[src/rtl/serial_sub_8bit_if.sv]
// serial_sub_8bit_if: start/done handshake and operand/result bus for serial_sub_8bit.
// V exists only when SERIAL_SUB_OVERFLOW_EN is defined.
interface serial_sub_8bit_if #(parameter int WIDTH = 8);
    logic             start;
    logic [WIDTH-1:0] A;
    logic [WIDTH-1:0] B;
    logic             Bin;
    logic             busy;
    logic             done;
    logic [WIDTH-1:0] Diff;
    logic             Bout;
`ifdef SERIAL_SUB_OVERFLOW_EN
    logic             V;
    modport master (output start, A, B, Bin, input busy, done, Diff, Bout, V);
    modport slave  (input start, A, B, Bin, output busy, done, Diff, Bout, V);
`else
    modport master (output start, A, B, Bin, input busy, done, Diff, Bout);
    modport slave  (input start, A, B, Bin, output busy, done, Diff, Bout);
`endif
endinterface

[src/rtl/serial_sub_8bit.sv]
// serial_sub_8bit: bit-serial A - B - Bin, LSB first, behind a start/done handshake.
// Optional signed-overflow output V under SERIAL_SUB_OVERFLOW_EN.
module serial_sub_8bit #(
    parameter int WIDTH = 8
) (
    input logic              clk,
    input logic              rst_n,
    serial_sub_8bit_if.slave bus
);
    localparam int CW = $clog2(WIDTH);
    typedef enum logic [1:0] {IDLE, SHIFT, DONE} state_t;
    state_t           r_state;
    logic [WIDTH-1:0] r_a;
    logic [WIDTH-1:0] r_b;
    logic [WIDTH-2:0] r_d;
    logic [WIDTH-1:0] r_diff;
    logic [CW-1:0]    r_cnt;
    logic             r_br;
    logic             r_busy;
    logic             r_done;
    logic             r_bout;
    logic             w_a;
    logic             w_b;
    logic             w_d;
    logic             w_br;
    logic             w_last;
    logic             w_accept;
    logic [WIDTH-1:0] w_res;
    assign w_a      = r_a[0];
    assign w_b      = r_b[0];
    assign w_d      = w_a ^ w_b ^ r_br;
    assign w_br     = (~w_a & w_b) | (~(w_a ^ w_b) & r_br);
    assign w_res    = {w_d, r_d};
    assign w_last   = r_cnt == CW'(WIDTH - 1);
    assign w_accept = bus.start && r_state != SHIFT;
    assign bus.busy = r_busy;
    assign bus.done = r_done;
    assign bus.Diff = r_diff;
    assign bus.Bout = r_bout;
`ifdef SERIAL_SUB_OVERFLOW_EN
    // operand MSBs are kept aside because the operand registers shift away
    logic r_v;
    logic r_am;
    logic r_bm;
    assign bus.V = r_v;
    always_ff @(posedge clk or negedge rst_n) begin
        if (!rst_n) begin
            r_v  <= 1'b0;
            r_am <= 1'b0;
            r_bm <= 1'b0;
        end else if (w_accept) begin
            r_am <= bus.A[WIDTH-1];
            r_bm <= bus.B[WIDTH-1];
        end else if (r_state == SHIFT && w_last) begin
            r_v <= (r_am != r_bm) && (w_res[WIDTH-1] != r_am);
        end
    end
`endif
    always_ff @(posedge clk or negedge rst_n) begin
        if (!rst_n) begin
            r_state <= IDLE;
            r_a     <= '0;
            r_b     <= '0;
            r_d     <= '0;
            r_diff  <= '0;
            r_cnt   <= '0;
            r_br    <= 1'b0;
            r_busy  <= 1'b0;
            r_done  <= 1'b0;
            r_bout  <= 1'b0;
        end else begin
            r_done <= 1'b0;
            if (w_accept) begin
                r_state <= SHIFT;
                r_a     <= bus.A;
                r_b     <= bus.B;
                r_br    <= bus.Bin;
                r_cnt   <= '0;
                r_busy  <= 1'b1;
            end else if (r_state == SHIFT) begin
                r_a   <= r_a >> 1;
                r_b   <= r_b >> 1;
                r_d   <= w_res[WIDTH-1:1];
                r_br  <= w_br;
                r_cnt <= r_cnt + 1'b1;
                if (w_last) begin
                    r_state <= DONE;
                    r_busy  <= 1'b0;
                    r_done  <= 1'b1;
                    r_diff  <= w_res;
                    r_bout  <= w_br;
                end
            end else begin
                r_state <= IDLE;
            end
        end
    end
endmodule

[src/flat_wrapper.sv]
// flat-port wrapper written by rule: the top's interface ports become plain ports
module serial_sub_8bit_flat 
#(
    parameter int WIDTH = 8
)
  (clk, rst_n, bus_start, bus_A, bus_B, bus_Bin, bus_busy, bus_done, bus_Diff, bus_Bout);
  serial_sub_8bit_if #(.WIDTH(WIDTH)) bus_i ();
  input logic clk;
  input logic rst_n;
  input wire logic [$bits(bus_i.start)-1:0] bus_start;
  input wire logic [$bits(bus_i.A)-1:0] bus_A;
  input wire logic [$bits(bus_i.B)-1:0] bus_B;
  input wire logic [$bits(bus_i.Bin)-1:0] bus_Bin;
  output wire logic [$bits(bus_i.busy)-1:0] bus_busy;
  output wire logic [$bits(bus_i.done)-1:0] bus_done;
  output wire logic [$bits(bus_i.Diff)-1:0] bus_Diff;
  output wire logic [$bits(bus_i.Bout)-1:0] bus_Bout;
  assign bus_i.start = bus_start;
  assign bus_i.A = bus_A;
  assign bus_i.B = bus_B;
  assign bus_i.Bin = bus_Bin;
  assign bus_busy = bus_i.busy;
  assign bus_done = bus_i.done;
  assign bus_Diff = bus_i.Diff;
  assign bus_Bout = bus_i.Bout;
  serial_sub_8bit #(.WIDTH(WIDTH)) u_core (.clk(clk), .rst_n(rst_n), .bus(bus_i));
endmodule
[config.mk]
export PLATFORM = sky130hd
export DESIGN_NAME = serial_sub_8bit_flat
export DESIGN_NICKNAME = d
export VERILOG_FILES = /design/src/rtl/serial_sub_8bit_if.sv /design/src/rtl/serial_sub_8bit.sv /design/src/flat_wrapper.sv
export SDC_FILE = /design/constraint.sdc
export NUM_CORES = 1
export LEC_CHECK = 0
export CORE_ASPECT_RATIO = 0.8
export CORE_MARGIN = 4
export CORE_UTILIZATION = 49
export CTS_CLUSTER_DIAMETER = 100
export CTS_CLUSTER_SIZE = 10
export DETAILED_ROUTE_END_ITERATION = 12
export PLACE_DENSITY = 0.75
export SLEW_MARGIN = 0
export SYNTH_ARGS = -nofsm -noshare
export SYNTH_HDL_FRONTEND = slang
export SYNTH_SLANG_ARGS = --single-unit
[constraint.sdc]
create_clock -name clk -period 2.5 [get_ports clk]
set_clock_uncertainty 0.1 [all_clocks]
set_input_delay 0.5 -clock clk [delete_from_list [all_inputs] [get_ports clk]]
set_output_delay 0.5 -clock clk [all_outputs]
set_load 0.05 [all_outputs]
After elaboration in Yosys (flattened, before gate mapping)
Cells that the tools add are included.
- reductions and logical operators: 6
- bitwise logic cells: 8
- mux-type cells: 17
- equality and inequality tests: 4
- div/mod/pow operators: 0
- multiply operators: 0
- shifts and indexed selects: 0
- magnitude comparators: 0
- add/subtract/negate cells: 1
- operators by type and width (operator ; number):
    $mux W8 ; 4
    $mux W1 ; 8
    $mux W2 ; 3
    $mux W3 ; 2
    $reduce_and A2 Y1 ; 2
    $reduce_bool A2 Y1 ; 2
    $add A3 B1 Y3 const B ; 1
    $eq A3 B3 Y1 const B ; 1
    $ne A3 B1 Y1 const B ; 1
    $not A1 Y1 ; 3
    $reduce_and A3 Y1 ; 1
    $and A1 B1 Y1 ; 2
    $eq A2 B1 Y1 const B ; 1
    $ne A2 B1 Y1 const B ; 1
    $xor A1 B1 Y1 ; 2
    $logic_and A1 B1 Y1 ; 1
    $or A1 B1 Y1 ; 1
- bits in latches: 0
- RAM bits: 0
- memories kept: 0
- output and inout port bits: 11
- bits in read-only memories: 0
- logic and storage cells: 46
- bits in registers: 40
- bits of input ports: 20

Logic depth before layout (Yosys ltp)
- depth in word-level cells: 6
- gate-level depth with buffers: 5
- depth with buffers taken out: 4

Worst setup path before layout
Ideal clock, no wire load.
- path type: register to register
- start point: register u_core.r_cnt[0]
- end point: register u_core.r_diff[3] (netlist: u_core.bus.Diff[3])
- data arrival time: 1.425 ns
- clock period less this slack: 1.649 ns
- cell stages (with the launch flop): 6
- setup slack: 0.851 ns
- required time: 2.275 ns
- cell sequence: dfrtp_1 -> ha_1 -> ha_1 -> nand3b_1 -> buf_2 -> mux2_2
- word-level cells in the longest chain between the ends: 2
- ends and longest elaborated chain (element ; RTL line ; source):
    start, declared ; serial_sub_8bit.sv:17 ; logic [CW-1:0] r_cnt;
    start signal, assigned ; serial_sub_8bit.sv:85 ; r_cnt <= r_cnt + 1'b1;
    $eq A3 B3 Y1 ; serial_sub_8bit.sv:34 ; assign w_last = r_cnt == CW'(WIDTH - 1);
    $reduce_and A3 Y1 (no source line) ; - ;
    end signal, assigned ; serial_sub_8bit.sv:90 ; r_diff <= w_res;
    end, declared ; serial_sub_8bit.sv:16 ; logic [WIDTH-1:0] r_diff;
Every way passes these cells.
A chain may end at the register's enable or synchronous reset.

Worst setup path after layout
- start point: register u_core.r_busy (netlist: u_core.bus.busy)
- end point: output port bus_busy
- RTL lines (element ; RTL line ; source):
    start, declared ; serial_sub_8bit.sv:19 ; logic r_busy;
    start signal, assigned ; serial_sub_8bit.sv:68 ; r_busy <= 1'b0;
    start signal, assigned ; serial_sub_8bit.sv:79 ; r_busy <= 1'b1;
    start signal, assigned ; serial_sub_8bit.sv:88 ; r_busy <= 1'b0;
    end, declared ; flat_wrapper.sv:14 ; output wire logic [$bits(bus_i.busy)-1:0] bus_busy;
No word-level cell between the ends.

==> results <==
- The H-tree was split into 2 levels.
- Yosys instantiated no cell more often than sky130_fd_sc_hd__dfrtp_1.
- Final hold analysis gives a worst-case slack of 230.7 ps.
- In the global route stage, overall resource usage came out at 14.72%.
- 0 antenna diodes ended up in the layout.
- Yosys mapped a number of flops with a built-in enable equal to 0.
- The max-slew violation count is 0.
- After global routing the overflow that remains totals 0.
- In this run, post-CTS repair resized a total of 0 instances.
- The library cell used as clock root buffer is sky130_fd_sc_hd__clkbuf_8.
- The leading register cell type out of synthesis is sky130_fd_sc_hd__dfrtp_1.
- Setup repair after global routing left no endpoint under its margin.
- For this run, the post-layout net count is 177.
- Counting the buffers created by CTS gives 5.
- The storage element area is 0.001001 mm².
- The register clock-pin slew on the reported worst setup and hold paths is 70 ps.
- For this block, the initial DRC count from the detailed router was 24.
- By count the netlist is led by sky130_fd_sc_hd__dfrtp_1, sky130_fd_sc_hd__mux2_4, sky130_fd_sc_hd__mux2_2, sky130_fd_sc_hd__mux2i_1, sky130_fd_sc_hd__inv_1.
- After detailed routing, no signal wire sits above met4.
- The hold violation count in the final report came to 0.
- Synthesis produced 118 cells.
- The number of antenna violations at the first check in global routing is 0.
- For this run, the share of the core covered by cells in the final layout is 64.33%.
- The kind of launch point of the worst setup path is a register.
- In this run the post-CTS setup repair buffer count came out at 0.
- The worst setup path is of the register to primary output kind.
- Ranked by total cell area, the synthesized netlist is headed by sky130_fd_sc_hd__dfrtp_1, sky130_fd_sc_hd__mux2_4, sky130_fd_sc_hd__mux2_2, sky130_fd_sc_hd__mux2i_1, sky130_fd_sc_hd__ha_1.
- The count of buffering cells on the critical path with inverters included is 1.
- The number of clock sinks is 40.
- The kind of cell adding the most delay to the critical path is buffers and inverters.
- In the routed design, unresolved DRC markers number 0.
- The final sum of negative setup slack is 0 ps.
- The die is 76.57 µm wide.
- 31 I/O pins were placed.
- The clock insertion delay at the later pin of the skew report is 280 ps.
- The arrival time reported for the critical path endpoint is 1470 ps.
- The fmax is 483.3 MHz.
- The worst setup slack after layout is 431.0 ps.
- Setup violations remaining at the end of the flow were counted as 0.
- For this design the ratio of total power to cell area is 1253 mW/mm².
- The highest ir drop seen on vdd is 0.9932 mV.
- The final critical path takes up 82.76% of the cycle.
- The post-synthesis cell type with the largest combined area is sky130_fd_sc_hd__dfrtp_1.
- The leakage power is 1.071 nW.
- The area enclosed by the die boundary is 0.004813 mm².
- The post-route antenna net violation count is 0.
- The quantity of I/O buffers inserted on ports is 30.
- Entering global routing, the biggest net connects 41 pins.
- Counting every net in the synthesized netlist gives 142.
- The floorplan has 19 rows.
- Headroom to the max-slew limit came out at 42.38%.
- The pre-antenna-repair detailed-routing pass consisted of 3 iterations.
- The endpoint kind of the worst setup timing path is a primary output.
- The worst setup slack after placement is 382.2 ps.
- The routed length on met2 is 1467 µm.
- The largest individual stage delay along the critical path comes from the cell sky130_fd_sc_hd__clkdlybuf4s50_1.
- The run finished with clean final reports.
- Across the run, the number of max-cap violations was 0.
- The met1 wire length is 1431 µm.
- In this run the worst path has a maximum fanout of 3.
- The delay contributed by the slowest stage of the critical path is 810 ps.
- For the finished layout, the period the worst path requires is 2069 ps.
- Synthesis inferred 40 register bits.
- For the worst setup path, the data required time is 1900 ps.
- Cells with a size suffix above 1 make up 35.06% of the layout.
- The synthesized area per cell is 15.62 µm².
- The number of distinct library cells after synthesis is 17.
- Walking the worst path, the cells encountered are clkdlybuf4s50_1.
- For the pin with the worst max-slew slack, the measured transition is 864.2 ps.
- The final layout contains routed wiring with a total length of 3023 µm.
- The number of warning messages in the yosys log is 0.
- The placed wire-length estimate is 2087 µm.
- The multi-input combinational cells in the finished layout cover a total of 775.7 µm².
- The core region is 0.003518 mm².
- The clock passes through at most 2 buffers.
- The global-route wire length before repair is 5554 µm.
- The via count of the first global-routing pass was 1,122.
- The portion of the post-synthesis area used by sequential elements is 54.31%.
- The met3 layer wire length in the routed design is 100 µm.
- The die extent in y is 62.86 µm.
- The last weighted congestion value of the routability-driven placer is 0.6973.
- The area growth from synthesis to layout is 22.81%.
- The vias after detailed routing is 997.
- Counting flops with an async set or reset pin after synthesis yields a share of 100.0%.
- The number of filler instances in the final layout is 257.
- The routed wirelength normalized by instance count is 15.42 µm.
- For this configuration, the core starts out at a cell density of 52.38%.
- The post-synthesis instance area is 0.001843 mm².
- The routed via count divided by cell count is 5.087.
- The type of the most critical hold path is input pin to asynchronous set/reset pin.
- The number of hold buffers added after cts is 0.
- The CTS tree is yes.
- The share of synthesized area in the top cell type comes to 54.31%.
registers in the layout (all words and copies together) (netlist names):
signal,count
u_core.r_cnt,3
u_core.bus.Bout,1
u_core.bus.done,1
u_core.bus.Diff,8
u_core.r_a,8
u_core.r_b,8
u_core.bus.busy,1
u_core.r_d,7
u_core.r_state,2
u_core.r_br,1
metal layers:
| metal | up-vias | GRT usage (%) |
|---|---|---|
| met2 | 16 | 21.60 |
| met3 | 4 | 6.628 |
| met4 | 0 | 4.072 |
| met1 | 505 | 19.67 |
| met5 | - | 0 |
| li1 | 472 | - |
report_power, final:
group | switching, W | leakage (nW) | internal, W
logic | 0.000637 | 0.529 | 0.000678
clock network | 0.000199 | 0.0455 | 0.000225
registers | 0.000159 | 0.497 | 0.000936
total | 0.000996 | 1.07 | 0.00184
placed cells by master, fill, tap and decap left out:
cell type                          n
sky130_fd_sc_hd__nor2_1            3
sky130_fd_sc_hd__mux2_2           21
sky130_fd_sc_hd__clkdlybuf4s50_1  29
sky130_fd_sc_hd__buf_2             1
sky130_fd_sc_hd__a21oi_1           1
sky130_fd_sc_hd__clkbuf_8          6
sky130_fd_sc_hd__ha_1              3
sky130_fd_sc_hd__nand3b_1          1
sky130_fd_sc_hd__mux2_1            2
sky130_fd_sc_hd__fa_1              1
sky130_fd_sc_hd__nor2b_1           3
sky130_fd_sc_hd__clkbuf_1          2
sky130_fd_sc_hd__o21a_1            1
sky130_fd_sc_hd__nand2b_1          3
sky130_fd_sc_hd__buf_4             4
sky130_fd_sc_hd__mux2i_1           6
sky130_fd_sc_hd__dfrtp_1          40
sky130_fd_sc_hd__inv_1             5
sky130_fd_sc_hd__mux2_4           22
area by class of cell:
type	count	share of cell area [%]
multi-input cells	67	34.27
clock buffers	8	3.980
repair buffers	34	14.37
flip-flops and latches	40	44.22
inverters	5	0.8292
well taps	42	2.322
kinds of logic after synthesis:
family | after synthesis | share of synthesized area [%]
multiplexers | 51 | 35.23
AO/OA/AOI/OAI | 2 | 0.6788
AND/OR/NAND/NOR | 10 | 3.055
buffers and inverters | 11 | 3.598
adder cells (fa/ha/maj) | 4 | 3.123
flip-flops | 40 | 54.31
path summary, 6_finish.rpt:
check,slack [ps],cells after the start,startpoint,end
hold reg to reg,390,1,u_core.r_cnt[0],u_core.r_cnt[0]
setup / recovery,430,1,u_core.bus.busy,bus_busy
min in group clk,390,1,u_core.r_cnt[0],u_core.r_cnt[0]
max in group asynchronous,1530,1,rst_n,u_core.r_b[4]
hold / removal,230,1,rst_n,u_core.r_d[4]
setup reg to reg,620,4,u_core.r_cnt[0],u_core.bus.Diff[4]
stage by stage:
step	instances	power, W	area (µm²)
finish	196	0.002835	2263
global placement	188	0.002392	2173
CTS	196	0.002878	2263
floorplan	118	0.002077	1843
detailed placement	188	0.002432	2173
global route	196	0.003033	2263
Note: power is estimated with default switching activity, not from simulation.
